## config.mk

```make
export PLATFORM = sky130hd
export DESIGN_NAME = alu_req_sequencer
export DESIGN_NICKNAME = d
export VERILOG_FILES = /design/src/rtl/alu_seq_pkg.sv /design/src/rtl/alu_req_sequencer_rr_arb2.sv /design/src/rtl/alu_req_sequencer.sv
export SDC_FILE = /design/constraint.sdc
export NUM_CORES = 1
export LEC_CHECK = 0
export ABC_AREA = 1
export CORE_AREA = 2 2 112 114
export DETAILED_ROUTE_END_ITERATION = 8
export DIE_AREA = 0 0 114 116
export DONT_BUFFER_PORTS = 1
export GPL_TIMING_DRIVEN = 0
export HOLD_SLACK_MARGIN = 0.03
export SLEW_MARGIN = 30
export SYNTH_ARGS = -nofsm -noshare
export SYNTH_HDL_FRONTEND = slang
export SYNTH_HIERARCHICAL = 1
export SYNTH_SLANG_ARGS = --single-unit
```

## constraint.sdc

```tcl
create_clock -name clk -period 4.55 [get_ports clk]
set_clock_uncertainty 0.1 [all_clocks]
set_input_delay 0.91 -clock clk [delete_from_list [all_inputs] [get_ports clk]]
set_output_delay 0.91 -clock clk [all_outputs]
set_load 0.005 [all_outputs]
```

## src/rtl/alu_seq_pkg.sv

```systemverilog
// alu_seq_pkg: op codes, op legality check and FSM encoding shared by alu_req_sequencer.
package alu_seq_pkg;

    localparam logic [3:0] OP_AND = 4'b0000;
    localparam logic [3:0] OP_OR  = 4'b0001;
    localparam logic [3:0] OP_ADD = 4'b0010;
    localparam logic [3:0] OP_SUB = 4'b0110;
    localparam logic [3:0] OP_SLT = 4'b0111;
    localparam logic [3:0] OP_NOR = 4'b1100;

    typedef enum logic [1:0] {
        IDLE = 2'd0,
        EXEC = 2'd1,
        RESP = 2'd2
    } state_t;

    function automatic logic op_legal(input logic [3:0] op);
        return op inside {OP_AND, OP_OR, OP_ADD, OP_SUB, OP_SLT, OP_NOR};
    endfunction

endpackage

```

## src/rtl/alu_req_sequencer_rr_arb2.sv

```systemverilog
// rr_arb2: two-way round-robin grant; a tie goes to the requester that did not win last.
module rr_arb2 (
    input  logic [1:0] req,
    input  logic       last_grant,
    input  logic       en,
    output logic [1:0] gnt
);

    always_comb
        gnt = !en ? 2'b00 : (req == 2'b11) ? (last_grant ? 2'b01 : 2'b10) : req;

endmodule

```

## src/rtl/alu_req_sequencer.sv

```systemverilog
// alu_req_sequencer: shares one registered ALU between two requesters, one operation
// in flight at a time, returning tagged results over a valid/ready response channel.
module alu_req_sequencer
    import alu_seq_pkg::*;
#(
    parameter int DATA_W  = 32,
    parameter int ALU_LAT = 1
) (
    input  logic              clk,
    input  logic              rst_n,
    input  logic              req0_valid,
    output logic              req0_ready,
    input  logic [DATA_W-1:0] req0_src1,
    input  logic [DATA_W-1:0] req0_src2,
    input  logic [3:0]        req0_op,
    input  logic              req1_valid,
    output logic              req1_ready,
    input  logic [DATA_W-1:0] req1_src1,
    input  logic [DATA_W-1:0] req1_src2,
    input  logic [3:0]        req1_op,
    output logic              resp_valid,
    input  logic              resp_ready,
    output logic              resp_id,
    output logic [DATA_W-1:0] resp_result,
    output logic              resp_zero,
    output logic              resp_cout,
    output logic              resp_overflow,
    output logic              resp_err,
    output logic [DATA_W-1:0] alu_src1,
    output logic [DATA_W-1:0] alu_src2,
    output logic [3:0]        alu_ctrl,
    input  logic [DATA_W-1:0] alu_result,
    input  logic              alu_zero,
    input  logic              alu_cout,
    input  logic              alu_overflow,
    output logic              busy
);

    state_t            state_q;
    logic [2:0]        cnt_q;
    logic              last_grant_q;
    logic              resp_valid_q, resp_id_q, resp_zero_q, resp_cout_q, resp_overflow_q, resp_err_q;
    logic [DATA_W-1:0] resp_result_q, alu_src1_q, alu_src2_q;
    logic [3:0]        alu_ctrl_q;
    logic [1:0]        gnt;
    logic              sel;
    logic [3:0]        op;
    logic [DATA_W-1:0] src1, src2;

    rr_arb2 u_arb (
        .req       ({req1_valid, req0_valid}),
        .last_grant(last_grant_q),
        .en        (state_q == IDLE),
        .gnt       (gnt)
    );

    assign sel  = gnt[1];
    assign op   = sel ? req1_op : req0_op;
    assign src1 = sel ? req1_src1 : req0_src1;
    assign src2 = sel ? req1_src2 : req0_src2;

    assign req0_ready    = gnt[0];
    assign req1_ready    = gnt[1];
    assign busy          = state_q != IDLE;
    assign resp_valid    = resp_valid_q;
    assign resp_id       = resp_id_q;
    assign resp_result   = resp_result_q;
    assign resp_zero     = resp_zero_q;
    assign resp_cout     = resp_cout_q;
    assign resp_overflow = resp_overflow_q;
    assign resp_err      = resp_err_q;
    assign alu_src1      = alu_src1_q;
    assign alu_src2      = alu_src2_q;
    assign alu_ctrl      = alu_ctrl_q;

    always_ff @(posedge clk or negedge rst_n) begin
        if (!rst_n) begin
            state_q         <= IDLE;
            cnt_q           <= '0;
            last_grant_q    <= 1'b1;
            resp_valid_q    <= 1'b0;
            resp_id_q       <= 1'b0;
            resp_result_q   <= '0;
            resp_zero_q     <= 1'b0;
            resp_cout_q     <= 1'b0;
            resp_overflow_q <= 1'b0;
            resp_err_q      <= 1'b0;
            alu_src1_q      <= '0;
            alu_src2_q      <= '0;
            alu_ctrl_q      <= '0;
        end else begin
            case (state_q)
                IDLE: if (|gnt) begin
                    last_grant_q <= sel;
                    resp_id_q    <= sel;
                    if (op_legal(op)) begin
                        alu_src1_q <= src1;
                        alu_src2_q <= src2;
                        alu_ctrl_q <= op;
                        cnt_q      <= 3'(ALU_LAT);
                        state_q    <= EXEC;
                    end else begin
                        // Illegal ops never reach the ALU; the ALU inputs keep the last legal op.
                        resp_result_q   <= '0;
                        resp_zero_q     <= 1'b0;
                        resp_cout_q     <= 1'b0;
                        resp_overflow_q <= 1'b0;
                        resp_err_q      <= 1'b1;
                        resp_valid_q    <= 1'b1;
                        state_q         <= RESP;
                    end
                end
                EXEC: if (cnt_q != 3'd0) begin
                    cnt_q <= cnt_q - 3'd1;
                end else begin
                    resp_result_q   <= alu_result;
                    resp_zero_q     <= alu_zero;
                    resp_cout_q     <= alu_cout;
                    resp_overflow_q <= alu_overflow;
                    resp_err_q      <= 1'b0;
                    resp_valid_q    <= 1'b1;
                    state_q         <= RESP;
                end
                RESP: if (resp_ready) begin
                    resp_valid_q <= 1'b0;
                    state_q      <= IDLE;
                end
                default: state_q <= IDLE;
            endcase
        end
    end

endmodule
```

Word level (Yosys, flattened, before mapping)
Cells that the tools add are included.
- register bits: 112
- output and inout bits: 109
- add/sub/neg operators: 1
- equal/unequal tests: 14
- mux-type cells: 34
- reductions and logical operators: 14
- operator list (operator ; number):
    $mux 32 ; 5
    $pmux 32 s2 ; 1
    $mux 2 ; 7
    $ne 2x2->1 const B ; 6
    $mux 1 ; 10
    $mux 3 ; 3
    $eq 4x3->1 const B ; 2
    $pmux 1 s2 ; 4
    $reduce_and 4->1 ; 2
    $pmux 2 s3 ; 1
    $pmux 3 s2 ; 1
    $reduce_and 3->1 ; 2
    $reduce_bool 3->1 ; 2
    $reduce_bool 6->1 ; 1
    $reduce_and 5->1 ; 1
    $eq 2x2->1 const B ; 2
    $eq 4x1->1 const B ; 1
    $eq 4x2->1 const B ; 1
    $eq 4x4->1 const B ; 1
    $logic_not 4->1 ; 1
    $mux 4 ; 1
    $reduce_bool 2->1 ; 2
    $pmux 1 s3 ; 1
    $sub 3x1->3 const B ; 1
    other kinds (4) ; 4

Depth between registers and ports, before layout
- word-level depth: 9
- mapped depth: 16
- depth with buffers taken out: 14

Modules after synthesis
The synthesis kept the hierarchy.
- modules (own cells, without submodules) (module ; times used ; cells each ; area an instance (µm²)):
    alu_req_sequencer ; 1 ; 532 ; 5320.1
    rr_arb2 ; 1 ; 5 ; 21.3

Worst setup path before layout
No wires, ideal clock.
- path kind: input-to-reg
- start point: input port req1_valid
- end point: register alu_src1_q[0], in the netlist alu_src1[0]
- library setup time: 122 ps
- data arrival time: 2218 ps
- path slack: 2111 ps
- stages: 14
- buffers on the path: 3
- cell sequence: nand2_1 > a21oi_1 > buf_4 > nand2_1 > nand2_1 > nand3_1 > nand2_1 > nand2_1 > inv_2 > nand2_4 > buf_8 > buf_6 > nand2_2 > o21ai_2
- cells in the longest elaborated chain, start to end: 7
- elaborated cells on any way between the ends: 14
- classes of those cells: eq/ne (6); mux (4); reduce/logical (4)
- ends and longest elaborated chain (item ; line ; source):
    start: declaration ; alu_req_sequencer.sv:16 ; input logic req1_valid,
    $eq 2x2->1 ; alu_req_sequencer_rr_arb2.sv:10 ; gnt = !en ? 2'b00 : (req == 2'b11) ? (last_grant ? 2'b01 : 2'b10) : req;
    $mux 2 * (2 in a row) ; alu_req_sequencer_rr_arb2.sv:10 ;
    named net req1_ready ; alu_req_sequencer.sv:17 ; output logic req1_ready,
    $mux 4 ; alu_req_sequencer.sv:58 ; assign op = sel ? req1_op : req0_op;
    $eq 4x1->1 (tied with other cells) ; alu_seq_pkg.sv:18 ; return op inside {OP_AND, OP_OR, OP_ADD, OP_SUB, OP_SLT, OP_NOR};
    $reduce_bool 6->1 ; alu_seq_pkg.sv:18 ;
    $reduce_and 3->1 (no source line) ; n/a ;
    end signal: assignment ; alu_req_sequencer.sv:97 ; alu_src1_q <= src1;
    end: declaration ; alu_req_sequencer.sv:43 ; logic [DATA_W-1:0] resp_result_q, alu_src1_q, alu_src2_q;
Mark *: on every way through the listed nets, which the timed path passes. The rest lies on a longest branch.
A chain may end at the register's enable or synchronous reset.

Worst setup path after layout
- start point: register state_q[0]
- end point: register alu_src1_q[12], in the netlist alu_src1[12]
- cells in the longest elaborated chain, start to end: 6
- elaborated cells on any way between the ends: 13
- classes of those cells: eq/ne (5); mux (3); reduce/logical (5)
- ends and longest elaborated chain (item ; line ; source):
    start: declaration ; alu_req_sequencer.sv:39 ; state_t state_q;
    start signal: assignment ; alu_req_sequencer.sv:78 ; state_q <= IDLE;
    start signal: assignment ; alu_req_sequencer.sv:101 ; state_q <= EXEC;
    start signal: assignment ; alu_req_sequencer.sv:110 ; state_q <= RESP;
    $logic_not 2->1 * ; alu_req_sequencer.sv:53 ; .en (state_q == IDLE),
    $mux 2 * ; alu_req_sequencer_rr_arb2.sv:10 ;
    named net req1_ready ; alu_req_sequencer.sv:17 ;
    $mux 4 ; alu_req_sequencer.sv:58 ;
    $eq 4x1->1 (tied with other cells) ; alu_seq_pkg.sv:18 ;
    $reduce_bool 6->1 ; alu_seq_pkg.sv:18 ;
    $reduce_and 3->1 (no source line) ; n/a ;
Marks and branches as above.

==> parameters.txt <==
Parameter                              Value

Outcome
  Run status ... complete, no violations

Synthesis
  Predominant post-synthesis flop cell ... sky130_fd_sc_hd__dfrtp_1
  Syn nets ... approximately 700
  Syn avg cell area ... between 9 and 10 um2
  Number of enable-type register cells in the synthesized netlist ... 0
  Count of distinct cell types in the synthesized netlist ... 23
  Compound-cell area share of the yosys netlist ... between 10% and 20%
  Area share of fa/ha/maj cells after synthesis ... less than 1%
  Sequential share of the synthesized area ... ~52%
  Share of cell area taken by muxes after synthesis ... between 10% and 20%
  Async set-or-reset flop fraction in the synthesized netlist ... 100%
  Total number of yosys warnings ... 6
  Synthesized instance count ... approximately 540
  Synth Area in Simple Gates ... 18.0%
  Area share of xor/xnor cells in the synthesized design ... less than 1%
  Number of storage elements in the synthesis netlist ... approximately 110
  Main combinational cell family by area after synthesis ... simple AND/OR/NAND/NOR gates
  Area of the mapped netlist ... between 5000 and 6000 um2

CTS
  Largest buffer count on any clock path ... 2
  Clock Tree Root ... sky130_fd_sc_hd__clkbuf_16
  Number of setup buffers added after CTS ... 0
  Sinks on Clock Net ... ~110
  Clock Pin Slew Worst Setup and Hold Paths ... roughly 0.07 ns
  # resized after CTS ... 0
  Number of buffers added to fix hold violations after cts ... 0
  Level count of the clock H-tree ... 3
  Clock Latency Late Sink ... 0.34 ns
  CTS tree ... yes
  CTS Buf Count ... 9

Power
  Static leakage ... ~0.0029 uW
  Worst IR drop on VDD ... 0.000282 V
  Portion of total power attributed to the clock network ... 19.1%
  P_sw ... approximately 1700 uW
  Switching Fraction ... 39.7%
  Total internal power ... 2530 uW
  Power density of the placed cells ... ~700 nW/um2
  Fraction of power consumed by sequential logic ... between 40% and 50%
  Part of the power in combinational logic ... between 30% and 40%

Placement
  Routability-driven placement congestion ratio ... about 0.8
  Instance area after placement ... about 5500 um2
  Number of buffers inserted by port buffering ... 0
  Hpwl dp ... between 9000 and 10000 um

Route
  Average routed wire per standard cell ... between 15 and 20 um
  # DRC ... 0
  Number of detailed-routing iterations run before antenna repair ... 4
  Post-DR vias/cell ... approximately 5.3
  Total Routed Length ... roughly 13000 um
  Routed via count ... around 3700
  Total met2 wirelength after detailed routing ... roughly 6300 um
  Wire length on met3 ... around 1100 um
  Highest metal layer used by the detailed router ... met4
  Antenna viol nets, final ... 0
  Initial drt markers ... approximately 140
  Met1 Wirelength ... between 5000 and 6000 um

GRT
  Total global routing overflow ... 0
  Initial antenna violation count ... 0
  First-pass GRT wire length ... around 19000 um
  Number of global-route vias before repair ... approximately 3600
  Maximum number of pins on one net before global-route repair ... 113
  Combined global-route utilization of all metal layers ... 18.8%

STA
  Setup repair after global routing missed its margin ... no
  Final-layout setup total negative slack ... 0 ns
  Final Hold Viols ... 0
  Total count of max-transition violations in the final report ... 0
  Maximum clock rate ... ~360 MHz
  Min cycle time layout ... around 2.8 ns
  Number of failing setup endpoints in the final timing report ... 0
  Max_slew headroom ... slightly below 70%
  Worst-margin pin slew ... ~0.47 ns
  Final period utilization ... roughly three fifths

Floorplanning
  Core box area ... between 10000 and 15000 um2
  Count of boundary I/O pins ... ~290
  Starting density of the core ... 44.8%
  Chip height ... 116 um
  Site row count ... 40
  Die area ... roughly 13000 um2
  Die W ... 114 um

Layout
  Proportion of layout cells with a drive suffix above 1 ... 21.3%
  Synthesis-to-finish area growth ... 9.04%
  Leading cell type in the layout, fill and taps excluded ... sky130_fd_sc_hd__nand2_1
  Leading cell types in the layout, fill and taps excluded ... 207 x sky130_fd_sc_hd__nand2_1, 111 x sky130_fd_sc_hd__dfrtp_1, 64 x sky130_fd_sc_hd__mux2i_1
  Inserted Diodes ... 0
  Number of nets in the finished design ... about 730
  Number of fill cells in the layout ... 1154
  Finished Cell Area ... slightly below 6000 um2

Setup path
  Kind of start point of the critical path ... register
  Required time at the worst-slack endpoint ... 4.68 ns
  Kind of end point of the critical path ... register
  Kind of critical path ... register to register
  Arrival time of data at the critical path endpoint ... 2.92 ns
  Worst Path Max Fanout ... 10

Min path
  Class of the most critical hold timing path ... input port to asynchronous set/reset pin

Job
  Max-cap violation count ... 0
## logic make-up (layout without fill, tap and decap cells)
| group | count (synthesis) | after routing |
|---|---|---|
| buffers and inverters | 46 | 62 |
| and+or+nand+nor | 239 | 239 |
| muxes | 64 | 64 |
| xor gates and xnor gates | 1 | 1 |
| DFF | 112 | 112 |
| AOI/OAI and AO/OA | 73 | 73 |
| adders and majority gates | 2 | 2 |
## stage by stage
| stage | hold slack, ns | total power, uW | std cells | worst slack, ns | util (%) |
|---|---|---|---|---|---|
| final | 0.154 | 4190 | 700 | 1.75 | 48.9 |
| after global routing | 0.130 | 4510 | 700 | 1.55 | 48.9 |
| after CTS | 0.133 | 4250 | 700 | 1.67 | 48.9 |
| after detailed placement | 0.365 | 3440 | 684 | 1.54 | 46.4 |
| after global placement | 0.366 | 3380 | 684 | 1.59 | 46.4 |
| after floorplan | 0.349 | 3030 | 537 | 2.11 | - |
## state kept, by name (all words and copies together), names as in the netlist
signal and cells:
resp_err 1, resp_result 32, resp_cout 1, resp_id 1, resp_zero 1, alu_ctrl 4
alu_src1 32, alu_src2 32, resp_valid 1, state_q 2, resp_overflow 1, last_grant_q 1
cnt_q 3
## cell type report
cell class / count / area, um2 / share of cell area [%]
flip-flops and latches: 112 / 2800 / 48.1
multi-input cells: 379 / 2220 / 38.1
plain buffers: 30 / 260 / 4.47
clock buffers: 12 / 246 / 4.23
well taps: 147 / 184 / 3.16
inverters: 16 / 60.1 / 1.03
clock inverters: 4 / 52.6 / 0.902
## metal layers
metal	vias up	global-route usage, %
met5	-	0
met1	1731	23.4
li1	1757	-
met3	24	5.65
met4	0	8.62
met2	172	30.4
## power by group through the flow
stage	clock network, uW	logic [uW]	registers [uW]
2_1_floorplan	0	1320	1710
3_3_place_gp	0	1540	1840
3_5_place_dp	0	1600	1840
4_1_cts	824	1600	1830
5_1_grt	876	1770	1870
6_report	802	1570	1820
## cells in the mapped netlist (2+ instances only)
master / number / area (um2)
sky130_fd_sc_hd__ha_1: 2 / 25.0
sky130_fd_sc_hd__a21oi_1: 3 / 15.0
sky130_fd_sc_hd__nor2_1: 7 / 26.3
sky130_fd_sc_hd__mux2i_1: 64 / 641
sky130_fd_sc_hd__dfrtp_1: 111 / 2780
sky130_fd_sc_hd__nand2_2: 13 / 81.3
sky130_fd_sc_hd__o21ai_2: 57 / 499
sky130_fd_sc_hd__o21ai_0: 8 / 40.0
sky130_fd_sc_hd__buf_4: 2 / 15.0
sky130_fd_sc_hd__inv_1: 14 / 52.6
sky130_fd_sc_hd__o21ai_1: 5 / 25.0
sky130_fd_sc_hd__buf_2: 10 / 50.1
sky130_fd_sc_hd__clkbuf_1: 2 / 7.51
sky130_fd_sc_hd__nand2_1: 207 / 777
sky130_fd_sc_hd__buf_6: 14 / 158
sky130_fd_sc_hd__inv_2: 2 / 7.51
sky130_fd_sc_hd__buf_8: 2 / 30.0
sky130_fd_sc_hd__nand3_1: 9 / 45.0
## path summary, 6_finish.rpt
path,from,endpoint,slack (ns),depth (start not counted)
setup / recovery,state_q[0],alu_src1[12],1.75,8
hold / removal,rst_n,alu_src1[26],0.15,0
setup reg to reg,state_q[0],alu_src1[12],1.75,8
hold reg to reg,last_grant_q,last_grant_q,0.38,2
max in group asynchronous,rst_n,last_grant_q,4.00,0
min in group clk,last_grant_q,last_grant_q,0.38,2
## critical path, cell delays in order, from the launching register on
cell and delay, ns:
sky130_fd_sc_hd__dfrtp_1 0.40, sky130_fd_sc_hd__nor2_2 0.31, sky130_fd_sc_hd__nand2_1 0.09, sky130_fd_sc_hd__a21oi_1 0.25, sky130_fd_sc_hd__buf_4 0.24, sky130_fd_sc_hd__buf_2 0.31, sky130_fd_sc_hd__buf_2 0.46, sky130_fd_sc_hd__mux2i_1 0.40
sky130_fd_sc_hd__o21ai_2 0.10
(Power assumes the default switching activity.)
